## config.mk

```make
export PLATFORM = sky130hd
export DESIGN_NAME = seg_scan_driver
export DESIGN_NICKNAME = d
export VERILOG_FILES = /design/src/rtl/seg_scan_driver.sv
export SDC_FILE = /design/constraint.sdc
export NUM_CORES = 1
export LEC_CHECK = 0
export ABC_AREA = 1
export BUFFER_PORTS_ARGS = -buffer_cell sky130_fd_sc_hd__buf_2
export CAP_MARGIN = 20
export CORE_MARGIN = 10
export CORE_UTILIZATION = 53
export CTS_BUF_LIST = sky130_fd_sc_hd__clkbuf_8
export DETAILED_ROUTE_END_ITERATION = 8
export GPL_ROUTABILITY_DRIVEN = 0
export PLACE_DENSITY = 0.78
export SLEW_MARGIN = 20
export SYNTH_ARGS = -nofsm -noshare
export SYNTH_HDL_FRONTEND = slang
export SYNTH_SLANG_ARGS = --single-unit
```

## constraint.sdc

```tcl
create_clock -name clk -period 1.7 [get_ports clk]
set_input_delay 0.17 -clock clk [delete_from_list [all_inputs] [get_ports clk]]
set_output_delay 0.17 -clock clk [all_outputs]
set_load 0.005 [all_outputs]
```

## src/rtl/seg_scan_driver.sv

```systemverilog
// Refresh and segment stage for a 4-digit multiplexed 7-segment display.
// It produces the per-digit rotate strobe for the anode ring shifter. It
// decodes the BCD digit that the shifter currently selects. It registers
// the segment, decimal-point and anode pins, applying anti-ghost blanking,
// alarm flashing and leading-zero suppression.
module seg_scan_driver #(
  parameter int REFRESH_DIV  = 100000,
  parameter int BLANK_CYCLES = 1000,
  parameter int FLASH_TICKS  = 250
) (
  input  logic        clk,
  input  logic        rst,
  input  logic [3:0]  anode,
  input  logic [15:0] digits,
  input  logic [3:0]  dp_mask,
  input  logic        blank_lz,
  input  logic        flash,
  output logic        rotate,
  output logic [6:0]  seg,
  output logic        dp,
  output logic [3:0]  an_out
);

  localparam int PW = (REFRESH_DIV > 1) ? $clog2(REFRESH_DIV) : 1;
  localparam int BW = (BLANK_CYCLES > 0) ? $clog2(BLANK_CYCLES + 1) : 1;
  localparam int FW = (FLASH_TICKS > 1) ? $clog2(FLASH_TICKS) : 1;

  localparam logic [PW-1:0] PCNT_LAST = PW'(REFRESH_DIV - 1);
  localparam logic [BW-1:0] BCNT_LOAD = BW'(BLANK_CYCLES);
  localparam logic [FW-1:0] FCNT_LAST = FW'(FLASH_TICKS - 1);

  localparam logic [6:0] SEG_DARK = 7'h7F;

  logic [PW-1:0] pcnt_q, pcnt_d;
  logic [BW-1:0] bcnt_q, bcnt_d;
  logic [FW-1:0] fcnt_q, fcnt_d;
  logic          phase_q, phase_d;
  logic [6:0]    seg_q, seg_d;
  logic          dp_q, dp_d;
  logic [3:0]    an_q, an_d;

  logic          blank_win;
  logic          flash_off;
  logic          sel_valid;
  logic [1:0]    sel_idx;
  logic [3:0]    nibble;
  logic [6:0]    seg_dec;
  logic          lz_kill;

  // Prescaler: rotate fires on the last count of each dwell period
  always_comb begin
    rotate = (pcnt_q == PCNT_LAST);
    pcnt_d = rotate ? '0 : pcnt_q + PW'(1);
  end

  // Blank counter: reloads on rotate so the old digit never ghosts onto the new anode
  always_comb begin
    bcnt_d = bcnt_q;
    if (rotate) begin
      bcnt_d = BCNT_LOAD;
    end else if (bcnt_q != '0) begin
      bcnt_d = bcnt_q - BW'(1);
    end
    blank_win = (bcnt_q != '0);
  end

  // Flash timer: counts rotate pulses; held cleared while flash is low so
  // re-enabling always starts visible
  always_comb begin
    fcnt_d  = fcnt_q;
    phase_d = phase_q;
    if (!flash) begin
      fcnt_d  = '0;
      phase_d = 1'b0;
    end else if (rotate) begin
      if (fcnt_q == FCNT_LAST) begin
        fcnt_d  = '0;
        phase_d = ~phase_q;
      end else begin
        fcnt_d = fcnt_q + FW'(1);
      end
    end
    flash_off = flash & phase_q;
  end

  // Digit select from the one-cold anode vector and BCD decode
  always_comb begin
    sel_valid = 1'b1;
    sel_idx   = 2'd0;
    case (anode)
      4'b1110: sel_idx = 2'd0;
      4'b1101: sel_idx = 2'd1;
      4'b1011: sel_idx = 2'd2;
      4'b0111: sel_idx = 2'd3;
      default: sel_valid = 1'b0;
    endcase
    nibble = digits[{sel_idx, 2'b00} +: 4];
    case (nibble)
      4'd0:    seg_dec = 7'h40;
      4'd1:    seg_dec = 7'h79;
      4'd2:    seg_dec = 7'h24;
      4'd3:    seg_dec = 7'h30;
      4'd4:    seg_dec = 7'h19;
      4'd5:    seg_dec = 7'h12;
      4'd6:    seg_dec = 7'h02;
      4'd7:    seg_dec = 7'h78;
      4'd8:    seg_dec = 7'h00;
      4'd9:    seg_dec = 7'h10;
      default: seg_dec = SEG_DARK;
    endcase
    lz_kill = blank_lz && (sel_idx == 2'd3) && (nibble == 4'd0);
  end

  // Output pin values: dark whenever anything says so, else the selected digit
  always_comb begin
    seg_d = SEG_DARK;
    dp_d  = 1'b1;
    an_d  = 4'hF;
    if (!(rst || blank_win || flash_off || !sel_valid)) begin
      seg_d = lz_kill ? SEG_DARK : seg_dec;
      dp_d  = ~dp_mask[sel_idx];
      an_d  = anode;
    end
  end

  // State and pin registers; output pins already carry the reset-dark value in their _d
  always_ff @(posedge clk) begin
    if (rst) begin
      pcnt_q  <= '0;
      bcnt_q  <= '0;
      fcnt_q  <= '0;
      phase_q <= 1'b0;
    end else begin
      pcnt_q  <= pcnt_d;
      bcnt_q  <= bcnt_d;
      fcnt_q  <= fcnt_d;
      phase_q <= phase_d;
    end
    seg_q <= seg_d;
    dp_q  <= dp_d;
    an_q  <= an_d;
  end

  assign seg    = seg_q;
  assign dp     = dp_q;
  assign an_out = an_q;

endmodule

```

After elaboration in Yosys (flattened, before gate mapping)
Memory sizes are Yosys's and may differ from the RTL's. A register that Yosys moved wholly into a read port is not among the register bits.
Cells that the tools add are included.
{"block": "totals", "ff_bits": 41, "memories": 1, "out_inout_bits": 13, "input_bits": 28, "mem_bits_ro": 112}
{"name": "(name not given)", "depth": 16, "word_bits": 7, "rd": 1, "rd_ports_with_merged_regs": 1, "write_ports": 0, "line_no": "98", "rtl": "case (nibble)"}
{"block": "classes", "shift": 1, "bitwise": 4, "n_mux": 7, "addsub": 3, "magnitude_cmp": 1, "n_reduce_logical": 14, "eq_ne": 7}
{"op": "10-bit 2-to-1 mux", "count": 2}
{"op": "17-bit by 1-bit adder with 17-bit output, second input constant", "count": 1}
{"op": "17-bit == test, second input constant", "count": 1}
{"op": "16-bit by 5-bit indexed part select with 4-bit output", "count": 1}
{"op": "4-bit == test, second input constant", "count": 3}
{"op": "10-bit nonzero test", "count": 1}
{"op": "10-bit by 1-bit subtractor with 10-bit output, second input constant", "count": 1}
{"op": "8-bit by 1-bit adder with 8-bit output, second input constant", "count": 1}
{"op": "8-bit == test, second input constant", "count": 1}
{"op": "8-bit 2-to-1 mux", "count": 1}
{"op": "2-bit one-hot mux with 3 select lines", "count": 1}
{"op": "2-bit OR reduction", "count": 3}
{"op": "4-bit by 3-bit == test with 1-bit output, second input constant", "count": 1}
{"op": "4-bit logical NOT", "count": 1}
{"op": "4-bit OR reduction", "count": 1}
{"op": "1-bit logical OR", "count": 3}
{"op": "2-bit by 3-bit less-than comparator with 1-bit output, second input constant", "count": 1}
{"op": "1-bit inverter", "count": 3}
{"op": "1-bit binary-select mux with 2-bit select", "count": 1}
{"op": "2-bit == test, second input constant", "count": 1}
{"op": "1-bit logical AND", "count": 2}
{"op": "1-bit 2-to-1 mux", "count": 2}
{"op": "2-bit AND reduction", "count": 1}
{"op": "2-bit nonzero test", "count": 1}
{"op": "other kinds (2)", "count": 2}

Longest topological paths before layout
{"block": "logic_depth", "depth_word": 6, "ltp_mapped": 16}

Worst setup path after synthesis
Ideal clock, no wire load.
{"block": "synth_timing", "path_kind": "input to register", "start": "input anode[3]", "end": "register seg_q[0], in the netlist seg[0]", "arrival_time_ps": 1554, "setup_ps": 118, "required_ps": 1582, "n_path_buf": 1, "setup_slack_ps": 27, "path_stages": 16, "cell_sequence": "nand2_1 > inv_2 > nand2_2 > nand2_2 > buf_6 > nand2_1 > nand3_1 > nand2_1 > inv_1 > ha_1 > nand2_1 > nor2_1 > nand3_2 > nand2_4 > nor2_4 > nand2_1"}
{"block": "synth_via", "elab_chain_len": 6, "elab_cells_between_ends": 15}
{"element": "from (decl)", "line_no": "13", "rtl": "input logic [3:0] anode,"}
{"element": "4-bit by 3-bit == test with 1-bit output / 4-bit == test (equally long branches)", "line_no": "90", "rtl": "case (anode)"}
{"element": "2-bit one-hot mux with 3 select lines / 4-bit OR reduction (equally long branches)"}
{"element": "16-bit by 5-bit indexed part select with 4-bit output (tied with other cells)", "line_no": "97", "rtl": "nibble = digits[{sel_idx, 2'b00} +: 4];"}
{"element": "4-bit logical NOT (tied with other cells)", "line_no": "111", "rtl": "lz_kill = blank_lz && (sel_idx == 2'd3) && (nibble == 4'd0);"}
{"element": "1-bit logical AND / 1-bit logical OR (equally long branches)", "line_no": "111, 119"}
{"element": "2-bit OR reduction (no source line)"}
{"element": "to (decl)", "line_no": "38", "rtl": "logic [6:0] seg_q, seg_d;"}
Parallel ways exist; a longest one is shown, timed or not.
A chain may end at the register's enable or synchronous reset.

Worst setup path in the final report
{"block": "layout_timing", "start": "register pcnt_q[9]", "end": "output rotate"}
{"block": "layout_via", "elab_chain_len": 1}
{"element": "from (decl)", "line_no": "34", "rtl": "logic [PW-1:0] pcnt_q, pcnt_d;"}
{"element": "from (signal assigned)", "line_no": "134", "rtl": "pcnt_q <= pcnt_d;"}
{"element": "17-bit == test", "line_no": "52", "rtl": "rotate = (pcnt_q == PCNT_LAST);"}
{"element": "to (decl)", "line_no": "18", "rtl": "output logic rotate,"}
Every way passes these cells.

==> out/results.tsv <==
metric	value	unit
rows	25	
clkSinkCount	48	
firstDrtPassIters	4	
cts_max_level	2	
slowest_stage	dfxtp_1	
netlist_instances	369	
hold_buffers	0	
ys_seq_area_share	35.8	%
setup_viol	0	
power.leakage	1.48	nW
worstSetupPathType	register to output port	
synth_ff_type	dfxtp_1	
clk_path_buf_depth	2	
endpoint_kind	output port	
max_cap_viol_count	0	
place_hpwl	4820	um
grt_pass1_wl	11200	um
fp.dieH	91.1	um
vias	2570	
async_flop_share	0	%
synth_largest_area_cell	dfxtp_1	
hold_start	anode[2]	
ir_worst_vdd	0.542	mV
skew	0.00329	ns
fp.dieArea	8310	um^2
port_buffers	40	
startpoint	pcnt_q[9]	
synthesis.area	2680	um^2
grt_pass1_vias	2662	
cts_tree	done	
power.density	1000	nW/um^2
ys_ff_latch	48	
syn_area_per_cell	7.27	um^2
dp_cells	498	
clk_pin_slew	0.08	ns
synth.distinct_cells	31	
relSlewSlack	74.7	%
finalWorstSetupSlack	0.0880	ns
die_w	91.1	um
arrival	1.44	ns
crit_fanout	4	
p_sw_share	36.2	%
area_growth_syn_to_layout	22.9	%
cts_buffers	5	
grt_use_total	15.4	%
synth_area_leaders	dfxtp_1 36%, nand2_1 11%, nor2_1 6.7%	
layout_min_cycle_time	1.61	ns
crit_path_frequent_cell	nand3_1	
pwr-share-comb	38.3	%
viasPerCell	5.04	
place_ws	-0.119	ns
initial_core_util	55.7	%
drv_slew	0	
seqPwrFrac	41.2	%
ant_nets	0	
yosysWarnings	0	
clock.fmax	620	MHz
clkLatencyLatePin	0.30	ns
r2r-start	pcnt_q[0]	
outcome	complete, no violations	
yosysTopAreaCellShare	35.8	%
synth_nets	407	
core_area	4820	um^2
diodes	0	
pin_count	41	
final_cells	510	
worstSetupStartpointType	register	
min_period_over_period	94.8	%
antenna_found_initial	0	
grt_overflow	0	
switching_power	1.20	mW
tightest_slew	0.377	ns
root_buffer	clkbuf_8	
grt_start_max_net_pins	22	
final_nets	480	
post-route-drc-count	0	
hold_path_class	primary input to register	
wirelength	6180	um
critical-path-max-stage-delay	0.39	ns
drive_above_1_share	26.6	%
p_int	2.11	mW
finalHoldViolations	0	
crit_required	1.53	ns
wl_per_cell	12.1	um
synth_edf_count	0	
pwr-share-clk	20.5	%
worstPathCellList	nand2_1 -> inv_1 -> nand3_1 -> nor3_2 -> nand3_1 -> inv_2 -> buf_2	
drtIter0Drc	112	
-- final cells by class --
type                    count  area, um^2
clock inverters             2        7.51
fillers                   412        1520
inverters                  47         179
flip-flops and latches     48         965
clock buffers               6        82.6
repair buffers             69         430
well taps                  67        83.8
multi-input cells         271        1550
-- power by group through the flow --
stage	logic [mW]	registers, mW	clock network (mW)
floorplan	0.922	1.38	0
global placement	1.21	1.39	0
detailed placement	1.26	1.39	0
CTS	1.26	1.36	0.696
global route	1.46	1.39	0.745
finish	1.27	1.36	0.679
-- cells in the final DEF, fill, tap and decap left out, drive strengths merged --
master	synthesis	routed
nand2	90	90
buf	3	69
nor2	52	52
inv	47	49
dfxtp	48	48
nand3	40	40
a21oi	21	21
nand4	14	14
xor2	14	14
ha	10	10
nor3	8	8
clkbuf	0	6
o21ai	4	4
xnor2	4	4
nand3b	4	4
nor4	3	3
a31o	2	2
o211ai	2	2
nor3b	2	2
o21a	1	1
-- final timing paths --
kind / end / slack [ns] / cells after the start
setup / recovery: rotate / 0.09 / 7
hold / removal: an_out[2] / 0.10 / 3
setup reg to reg: pcnt_q[16] / 0.09 / 10
hold reg to reg: bcnt_q[0] / 0.47 / 2
-- cell usage after synthesis (3+ instances only) --
library cell  number
nand2_1           81
dfxtp_1           48
nor2_1            48
inv_1             42
nand3_1           34
a21oi_1           19
nand4_1           14
xor2_1            14
ha_1              10
nor3_1             7
nand2_2            6
inv_2              4
nand3_2            4
o21ai_0            4
xnor2_1            4
nand2_4            3
nand3b_1           3
nor4_1             3
-- cell families (layout without fill, tap and decap cells) --
kind of cell               Yosys count  after routing  synth area share (%)
AOI/OAI and AO/OA                   30             30                  7.00
adders and majority gates           10             10                  4.66
DFF                                 48             48                  35.8
and+or+nand+nor                    213            213                  39.2
buffers and inverters               50            124                  7.46
xor gates and xnor gates            18             18                  5.88
-- worst max-delay path: cells and delay by family, from the launching register on --
kind	cells	cell delay [ns]
AND/OR/NAND/NOR	4	0.47
flip-flops	1	0.39
buffers and inverters	3	0.29
-- sequential cells by signal, summed over array words and instances, names as in the netlist --
name,count
fcnt_q,8
an_out,4
bcnt_q,10
phase_q,1
seg,7
dp,1
pcnt_q,17
-- through the flow --
stage	area [um^2]	hold slack (ns)	setup TNS [ns]	util [%]	power, mW
finish	3300	0.101	0	68.4	3.31
global route	3300	0.116	-0.0439	68.4	3.59
CTS	3250	0.100	0	67.4	3.32
detailed placement	3150	0.416	-0.635	65.3	2.65
global placement	3150	0.425	-0.0673	65.3	2.60
floorplan	2680	0.239	0	-	2.30
-- timing repair --
action,4_1_cts,5_1_grt
resized for setup,2,11
endpoints found under the setup margin,1,9
setup buffers,1,3
endpoints found under the hold margin,0,0
pin swaps,1,3
-- layer usage --
metal,share of wire [%],GRT usage [%],up-vias
li1,-,-,1343
met1,45,17.7,1142
met2,47,26.5,71
met3,4.4,3.62,14
met4,2.9,6.92,0
met5,0,0,-
Power figures use the tool's default switching activity.
